===== config.mk =====
export PLATFORM = sky130hd
export DESIGN_NAME = pc_unit
export DESIGN_NICKNAME = d
export VERILOG_FILES = /design/src/rtl/pc_unit.sv
export SDC_FILE = /design/constraint.sdc
export NUM_CORES = 1
export LEC_CHECK = 0
export ABC_AREA = 1
export CORE_MARGIN = 5
export CORE_UTILIZATION = 40
export CTS_BUF_LIST = sky130_fd_sc_hd__clkbuf_16
export DETAILED_ROUTE_END_ITERATION = 6
export PLACE_DENSITY = 0.89
export SYNTH_ARGS = -nofsm -noshare
export SYNTH_HDL_FRONTEND = slang
export SYNTH_SLANG_ARGS = --single-unit
export TNS_END_PERCENT = 100

===== constraint.sdc =====
create_clock -name clk -period 1.9 [get_ports clk]
set_clock_uncertainty 0.2 [all_clocks]
set_input_delay 0.19 -clock clk [delete_from_list [all_inputs] [get_ports clk]]
set_output_delay 0.19 -clock clk [all_outputs]
set_load 0.05 [all_outputs]

===== src/rtl/pc_unit.sv =====
// pc_unit: 16-bit program counter and fetch sequencer.
// Holds the current fetch address and selects the next one (sequential,
// branch, jump or hold), sequences BOOT -> RUN -> HALT, and produces the
// IF/ID capture enable and the one-cycle wrong-path flush pulse.
module pc_unit #(
  parameter int unsigned       n            = 16,
  parameter logic [n-1:0]      RESET_VECTOR = '0
) (
  input  logic         clk,
  input  logic         reset,
  input  logic         stall,
  input  logic         branch_taken,
  input  logic [n-1:0] branch_target,
  input  logic         jump,
  input  logic [n-1:0] jump_target,
  input  logic         halt_req,
  output logic [n-1:0] pc,
  output logic [n-1:0] pc_plus2,
  output logic         fetch_valid,
  output logic         flush,
  output logic         halted,
  output logic         misalign
);

  localparam logic [1:0] ST_BOOT = 2'd0;
  localparam logic [1:0] ST_RUN  = 2'd1;
  localparam logic [1:0] ST_HALT = 2'd2;

  logic [1:0]   state;
  logic [1:0]   state_nxt;
  logic [n-1:0] pc_nxt;
  logic         flush_nxt;
  logic         misalign_nxt;
  logic         redirect;
  logic [n-1:0] target_raw;

  // Sequential increment wraps modulo 2^n with no carry out.
  always_comb begin
    pc_plus2 = pc + n'(2);
  end

  // Jump outranks branch when both are asserted.
  always_comb begin
    redirect   = jump | branch_taken;
    target_raw = jump ? jump_target : branch_target;
  end

  // Next-state / next-PC selection; redirect beats halt and stall.
  always_comb begin
    state_nxt    = state;
    pc_nxt       = pc;
    flush_nxt    = 1'b0;
    misalign_nxt = misalign;
    case (state)
      ST_BOOT: begin
        state_nxt = ST_RUN;
      end
      ST_RUN: begin
        if (redirect) begin
          pc_nxt    = {target_raw[n-1:1], 1'b0};
          flush_nxt = 1'b1;
          if (target_raw[0]) begin
            misalign_nxt = 1'b1;
          end
        end else if (halt_req && !stall) begin
          state_nxt = ST_HALT;
        end else if (!stall) begin
          pc_nxt = pc_plus2;
        end
      end
      ST_HALT: begin
        state_nxt = ST_HALT;
      end
      default: begin
        state_nxt = ST_BOOT;
      end
    endcase
  end

  // Architectural state; reset is asynchronous and active-low.
  always_ff @(posedge clk or negedge reset) begin
    if (!reset) begin
      state    <= ST_BOOT;
      pc       <= RESET_VECTOR;
      flush    <= 1'b0;
      misalign <= 1'b0;
    end else begin
      state    <= state_nxt;
      pc       <= pc_nxt;
      flush    <= flush_nxt;
      misalign <= misalign_nxt;
    end
  end

  // Status decode: capture enable only in RUN when not stalled.
  always_comb begin
    fetch_valid = (state == ST_RUN) && !stall;
    halted      = (state == ST_HALT);
  end

endmodule


# Yosys cells after proc, flatten, opt, wreduce, memory -nomap -nowiden
# Index checks and enable logic that the tools add are counted.
[totals]
elab_cells = 28
register_bits = 20
inputBits = 38
[classes]
bitwise = 1
muxes = 9
add_sub_neg = 1
n_eq_ne = 6
n_reduce_logical = 7
[ops]
columns = ["cell", "n"]
rows = [
  ["16-bit 2-to-1 mux", 4],
  ["16-bit by 2-bit adder with 16-bit output, second input constant", 1],
  ["2-bit inequality test, second input constant", 3],
  ["2-bit one-hot mux with 3 select lines", 1],
  ["3-bit AND reduction", 2],
  ["2-bit 2-to-1 mux", 2],
  ["2-bit by 1-bit equality test with 1-bit output, second input constant", 1],
  ["2-bit equality test, second input constant", 1],
  ["1-bit logical AND", 2],
  ["2-bit logical NOT", 1],
  ["1-bit 2-to-1 mux", 2],
  ["2-bit by 1-bit inequality test with 1-bit output, second input constant", 1],
  ["2-bit AND reduction", 1],
  ["1-bit logical NOT", 1],
  ["1-bit OR", 1],
]

# Longest topological paths before layout
# Gate-level depths: netlist of the first run.
[depth]
depth_word = 5
depth_mapped = 10
depth_no_buf = 9

# Worst setup path before layout of the first run
# No wires, ideal clock.
[synth_path]
path_type = "reg-to-reg"
start = "reg pc[1]"
end = "reg pc[7]"
path_stages_with_launch = 7
setup_ps = 78
t_arrival_ps = 2266
required_ps = 1622
path_slack_ps = -643
cell_sequence = "dfrtp_1 -> ha_1 -> nand3_2 -> nor2_2 -> xor2_1 -> nand2_1 -> a21oi_1"
[synth_via]
elab_chain_cells = 4
[synth_lines]
columns = ["item", "line", "rtl"]
rows = [
  ["from (decl)", "17", "output logic [n-1:0] pc,"],
  ["from (signal assigned)", "89", "pc <= pc_nxt;"],
  ["16-bit by 2-bit adder with 16-bit output", "39", "pc_plus2 = pc + n'(2);"],
  ["net pc_plus2[7]", "18", "output logic [n-1:0] pc_plus2,"],
  ["16-bit 2-to-1 mux", "67", "end else if (!stall) begin"],
  ["16-bit 2-to-1 mux", "65", "end else if (halt_req && !stall) begin"],
  ["16-bit 2-to-1 mux", "59", "if (redirect) begin"],
]
# The timed path passes the listed nets, and every way through them passes these cells. The select of a mux whose other input is x is not followed.
# A chain may end at the register's enable or synchronous reset.

# Worst setup path in the final report of the first run
[layout_path]
start = "reg pc[1]"
end = "out pc_plus2[5]"
[layout_via]
elab_chain_cells = 1
[layout_lines]
columns = ["item", "line"]
rows = [
  ["16-bit by 2-bit adder with 16-bit output", "39"],
  ["to (decl)", "18"],
]
# No other way between the ends.

==> impl_results.md, run 1 <==
* Status: complete, but fails checks
* Violated checks: negative setup slack
* Core ar. at between 3000 and 4000 um^2
* Compound-Gate Fraction of Synth Area at 15.5%
* Total gr overflow at 0
* Drt pass-1 iters at 4
* Yosys reg bits at 19
* DRC viols at 0
* Per-cell routed wire length at around 16 um
* GRT Total Usage at 20.6%
* Worst slew margin at 65.9%
* CTS tree: built
* Setup CP Type: reg -> out
* Diodes inserted at 0
* Placement Setup Slack at 0.0864 ns
* WHS at 0.0761 ns
* Worst Hold Class: in -> async
* Reg2reg start: state[1]$_DFFE_PN0P_
* Max VDD drop at 1.05 mV
* Max_cap viols at 0
* Placed instance count at 331
* Synth Area in XOR/XNOR at 4.64%
* Ys flop type: dfrtp_1
* Initial antenna violation count at 0
* Clk buf depth at 2
* Final setup viols at 7
* Top cell type's share of synthesized area at 32.6%
* Global-route wire length before repair at 8220 um
* Die ar. at 4950 um^2
* Row count at 22
* Inserted Clock Buffers at 3
* H-tree depth at 1
* Fillers at 228
* Worst-path maximum fanout at 4
* Post-Synth Adder-Cell Area at 3.43%
* Final Hold Fails at 0
* Register area share after synthesis at between 30% and 40%
* Mux contribution to synthesized area at 0%
* Boundary Pins at 74
* Ys async rst share at 100%
* Cell taking the most area after synthesis: dfrtp_1
* Hpwl dp at ~3900 um
* Largest family of logic cells by synthesized area: simple AND/OR/NAND/NOR gates
* Routed Antenna Nets at 0
* DRT iter0 DRCs at 141
* Most common cell after layout, fill and taps aside: nand2_1
* Hold-fix buffer count after cts at 0
* Most frequent cells in the layout: nand2_1, buf_4, clkdlybuf4s50_1
* CTS root buffer: clkbuf_16
* Clock latency on the worst-skew pair at approximately 0.26 ns
* Library cells used by synthesis at 31
* Critical Path RT at 1.51 ns
* Gate Count Post-Synth at 209
* Largest cells by area after synthesis: dfrtp_1, nand2_1, inv_1
* TritonCTS sink count at 19
* Drt total wl at 5600 um
* R2r worst-path depth at 10
* Largest net degree at the start of global routing at 31
* Tightest Pin Transition at 0.510 ns
* Slew Viols, Final at 0
* Nets@finish at 347
* Number of synthesized flops with an enable pin at 0
* CTS clk-pin slew, worst paths at about 0.060 ns
* Vias in the first global route at 1760
* RSZ-0062 raised after global routing: true
* Leakage at 1.33 nW
* Post-Syn Area per Cell at 6.97 um^2
* Pwr per Cell Area at 2120 nW/um^2
* IO buf count at slightly above 70
* Ys Warns at 0
* Cell Area, Synth at 1460 um^2
* Detailed-route via count at 1798
* CP arrival at 1.62 ns
* Initial Utilization at around two fifths
* Layout cell share with drive strength beyond 1 at 39.8%
* Peak Freq at 0.499 GHz
* Die Y at a little over 70 um
* Flop-to-flop setup slack at 0.07 ns
* Area growth from synthesis to layout at 94.8%
* Die X at ~70 um
* Detail-routed via count per cell at approximately 5.1
* RR Endpoint: pc[13]$_DFFE_PN0P_
* Simple-gate portion of the synthesized area at a little under a third
* Crit end category: primary output
* Final cycle utilization of the critical path at 106%
* RePlAce Congestion at 0.834
* Final WS setup at -0.106 ns
* CP Launch Type: flip-flop
* Minimum clock period at between 2 and 2.5 ns
* Non-Filler Instances at approximately 350
==> worst max-delay path, stage by stage (launching register included) <==
cell	delay, ns
dfrtp_2	0.46
ha_4	0.19
nand3_4	0.10
inv_4	0.07
or2_4	0.25
and2_4	0.14
buf_8	0.14
==> worst max path at each step <==
stage                            from  cells after the start  slack, ns            endpoint
detailed placement  pc[1]$_DFFE_PN0P_                      8       0.09        pc_plus2[11]
CTS                 pc[3]$_DFFE_PN0P_                      6       -0.1         pc_plus2[8]
global route        pc[2]$_DFFE_PN0P_                      8      -0.16        pc_plus2[11]
finish              pc[1]$_DFFE_PN0P_                      6      -0.11         pc_plus2[5]
global placement                 jump                      8       0.12  pc[10]$_DFFE_PN0P_
floorplan           pc[3]$_DFFE_PN0P_                      5      -0.05   pc[6]$_DFFE_PN0P_
==> cell usage after synthesis (2+ instances only) <==
master / instances
a21oi_1: 10
a22oi_1: 13
a31oi_1: 3
and2_1: 5
buf_2: 5
buf_4: 3
dfrtp_1: 19
ha_1: 4
inv_1: 30
nand2_1: 51
nand2_2: 3
nand3_1: 9
nand3_2: 2
nand4_1: 2
nor2_1: 27
nor2_4: 2
o21ai_0: 3
o31ai_1: 2
xnor2_2: 2
xor2_1: 3
==> routing by layer <==
metal	track usage, %	vias up	part of all wire [%]
met2	35.6	93	53
met1	23.4	843	37
met4	9.15	0	1.6
met3	5.76	11	9.3
met5	0	-	0
li1	-	851	-
==> registers in the layout, indices dropped and copies added, names as in the netlist <==
register	flops
pc	15
state	2
misalign	1
flush	1
==> report_power, final <==
group          internal [mW]  switching [mW]
combinational           1.94            2.74
clock                  0.281           0.165
sequential             0.627           0.276
==> area by class of cell <==
class                   count  area [um^2]  share of cell area, %
repair buffers             99         1060                   37.5
multi-input cells         151         1020                   36.1
flip-flops and latches     19          492                   17.3
inverters                  31          119                   4.19
clock buffers               3         75.1                   2.64
well taps                  48         60.1                   2.12
clock inverters             1         3.75                  0.132
==> through the flow <==
stage / TNS [ns] / utilization (%) / total power, mW / instance area [um^2]
after floorplan: -0.0689 / - / 3.36 / 1590
after global placement: 0 / 69.3 / 4.88 / 2500
after detailed placement: 0 / 69.3 / 4.99 / 2500
after CTS: -0.597 / 73.2 / 5.59 / 2640
after global routing: -0.971 / 78.7 / 6.30 / 2840
final: -0.528 / 78.7 / 6.03 / 2840
==> cell families after synthesis <==
kind of cell,Yosys count
flops,19
xor+xnor,6
other cells,1
compound gates,35
fa+ha+maj,4
buf+inv,40
simple gates,104
==> timing repair <==
item,4_1_cts,5_1_grt
cloned,0,0
endpoints found under the setup margin,10,17
pin swaps,2,10
setup buffers,4,13
resized for setup,10,25
No activity file was read; power rests on OpenSTA's default activity.
==> inputs of run 2 (changes only) <==
--- a/config.mk
+++ b/config.mk
@@ -10,7 +10,7 @@
 export CORE_UTILIZATION = 40
 export CTS_BUF_LIST = sky130_fd_sc_hd__clkbuf_16
 export DETAILED_ROUTE_END_ITERATION = 6
-export PLACE_DENSITY = 0.89
+export PLACE_DENSITY = 0.76
 export SYNTH_ARGS = -nofsm -noshare
 export SYNTH_HDL_FRONTEND = slang
 export SYNTH_SLANG_ARGS = --single-unit
==> run 2 against run 1 <==
The flow still finishes with violations (negative setup slack). Clock power about the same. Combinational power is 0.9% lower. Worst setup slack better by 0.046 ns. Worst hold slack worse by 0.0039 ns. Power down 0.53%. Die area is the same. Sequential power up 0.6%. Sequential share of layout area shrank 0.053 points. Routed wire length decreased by 3.9%. Register-to-register slack better by 0.12 ns. Critical path depth grew 1. Utilization grew 0.24 points. Largest power group unchanged.
==> impl_results.md, run 2 (synthesis gave the netlist of run 1 again) <==
* Count of buffer and inverter cells on the critical path at 3 (+1)
* Placement Setup Slack at 0.0636 ns (-0.0228 ns)
* Placed instance count at 332 (+0.30%)
* Post-layout util at 79.0% (+0.24 points)
* M3 GR Usage at 2.88% (-2.9 points)
* CP arrival at 1.57 ns (-0.05 ns)
* Die X at 70.4 um (unchanged)
* Largest registers: pc: 15 flops, state: 2 flops
* TritonCTS sink count at 19 (unchanged)
* Critical path's top delay family: flip-flops
* Fillers at 224 (-1.8%)
* Status: complete, but fails checks
* Die ar. at 4950 um^2 (unchanged)
* Final setup viols at 8 (+1)
* Largest net degree at the start of global routing at 20 (-35%)
* Global-route wire length before repair at 8510 um (+3.6%)
* Met2 GRT Util at 40.4% (+4.9 points)
* CP max stage cell: dfrtp_2
* Clock latency on the worst-skew pair at 0.26 ns (about the same)
* Minimum clock period at 1.96 ns (-0.0456 ns)
* Critical path, cell by cell: buf_6 > nand3_4 > inv_2 > nand2_4 > o21bai_1 > and2_4 > buf_12
* RSZ-0062 raised after global routing: true
* WHS at 0.0722 ns (-0.00387 ns)
* Die Y at 70.4 um (unchanged)
* CTS tree: built
* Drt total wl at 5380 um (-3.9%)
* CP Launch Type: flip-flop
* Most frequent cells in the layout: nand2_1, clkdlybuf4s50_1, buf_4
* Busiest grt layer: met2
* CTS clk-pin slew, worst paths at 0.06 ns (about the same)
* Max VDD drop at 0.885 mV (-16%)
* H-tree depth at 1 (unchanged)
* Initial antenna violation count at 0 (unchanged)
* IO buf count at 71 (unchanged)
* Placed cell area at 2520 um^2 (+0.70%)
* Crit path largest cell delay at 0.40 ns (-0.06 ns)
* Slew Viols, Final at 0 (unchanged)
* Worst Hold Class: in -> async
* GRT Total Usage at 21.2% (+0.59 points)
* Peak Freq at 0.510 GHz (+2.3%)
* Crit end category: primary output
* Core ar. at 3610 um^2 (unchanged)
* Final WS setup at -0.0600 ns (+0.0456 ns)
* Final cycle utilization of the critical path at 103% (-2.4 points)
* Layout cell share with drive strength beyond 1 at 40.0% (+0.20 points)
* Worst slew margin at 66.8% (+0.89 points)
* Diodes inserted at 0 (unchanged)
* Pwr per Cell Area at 2110 nW/um^2 (-0.84%)
* Worst-path maximum fanout at 4 (unchanged)
* Leakage at 1.36 nW (+2.5%)
* Final non-filler cell area at 2850 um^2 (+0.31%)
* RePlAce Congestion at 0.759 (-9.0%)
* Hold-fix buffer count after cts at 0 (unchanged)
* Drt pass-1 iters at 4 (unchanged)
* Final Power at 6.00 mW (-0.53%)
* Initial Utilization at 40.4% (unchanged)
* Max_cap viols at 0 (unchanged)
* Per-cell routed wire length at 15.3 um (-4.2%)
* Most common cell after layout, fill and taps aside: nand2_1
* Vias in the first global route at 1878 (+6.7%)
* Hpwl dp at 3670 um (-6.2%)
* Met1 Use GR at 23.9% (+0.49 points)
* DRT iter0 DRCs at 98 (-30%)
* Tightest Pin Transition at 0.497 ns (-0.0132 ns)
* Post-route setup TNS at -0.226 ns (+0.303 ns)
* Non-Filler Instances at 353 (+0.28%)
* Detailed-route via count at 1798 (unchanged)
* Detail-routed via count per cell at 5.09 (-0.28%)
* Area growth from synthesis to layout at 95.4%
* Reg2reg start: state[1]$_DFFE_PN0P_
* Violated checks: negative setup slack
* Routed Antenna Nets at 0 (unchanged)
* CTS root buffer: clkbuf_16
* Setup CP Type: reg -> out
* DRC viols at 0 (unchanged)
* Nets@finish at 348 (+0.29%)
* Max reg flops at 15 (unchanged)
* Inserted Clock Buffers at 3 (unchanged)
* Critical Path RT at 1.51 ns (about the same)
* Total gr overflow at 0 (unchanged)
* Most flops, register: pc
* Clk buf depth at 2 (unchanged)
* Worst setup startpoint: pc[1]$_DFFE_PN0P_
* Row count at 22 (unchanged)
* Boundary Pins at 74 (unchanged)
* Final Hold Fails at 0 (unchanged)
run 2: changes by cell type in the layout (fill, tap and decap cells not counted), moves of 2 or more:
cell / delta
buf_4: -3
buf_6: +4
nand2_4: +2
nor2_2: +2
nor2_4: -3
run 2: power by group:
part	internal, mW	switching, mW
combinational	1.95	2.69
sequential	0.627	0.282
clock	0.283	0.164
run 2: final timing paths:
path / end / slack [ns] / cells after the start
hold reg to reg: misalign$_DFFE_PN0P_ / 0.27 / 2
setup reg to reg: pc[2]$_DFFE_PN0P_ / 0.19 / 9
setup / recovery: pc_plus2[10] / -0.06 / 7
min in group clk: misalign$_DFFE_PN0P_ / 0.27 / 2
max in group asynchronous: pc[2]$_DFFE_PN0P_ / 1.18 / 2
hold / removal: pc[6]$_DFFE_PN0P_ / 0.07 / 2
run 2: repair_timing:
action / in CTS / in global routing
pin swaps: 8 / 10
setup endpoints to repair: 9 / 19
buffers inserted: 13 / 4
resized for setup: 12 / 23
run 2: area by class of cell:
type	count	area (um^2)	share of cell area, %
timing repair buffer	100	1100	38.5
multi-input combinational	151	1000	35.1
sequential	19	492	17.3
inverter	31	119	4.17
clock buffer	3	75.1	2.64
tap	48	60.1	2.11
clock inverter	1	5.00	0.176
run 2: routing by layer:
| metal | wire [um] | vias to the layer above |
|---|---|---|
| met5 | 0 | - |
| met4 | 95 | 0 |
| met3 | 293 | 11 |
| met2 | 3000 | 59 |
| met1 | 2000 | 868 |
| li1 | - | 860 |
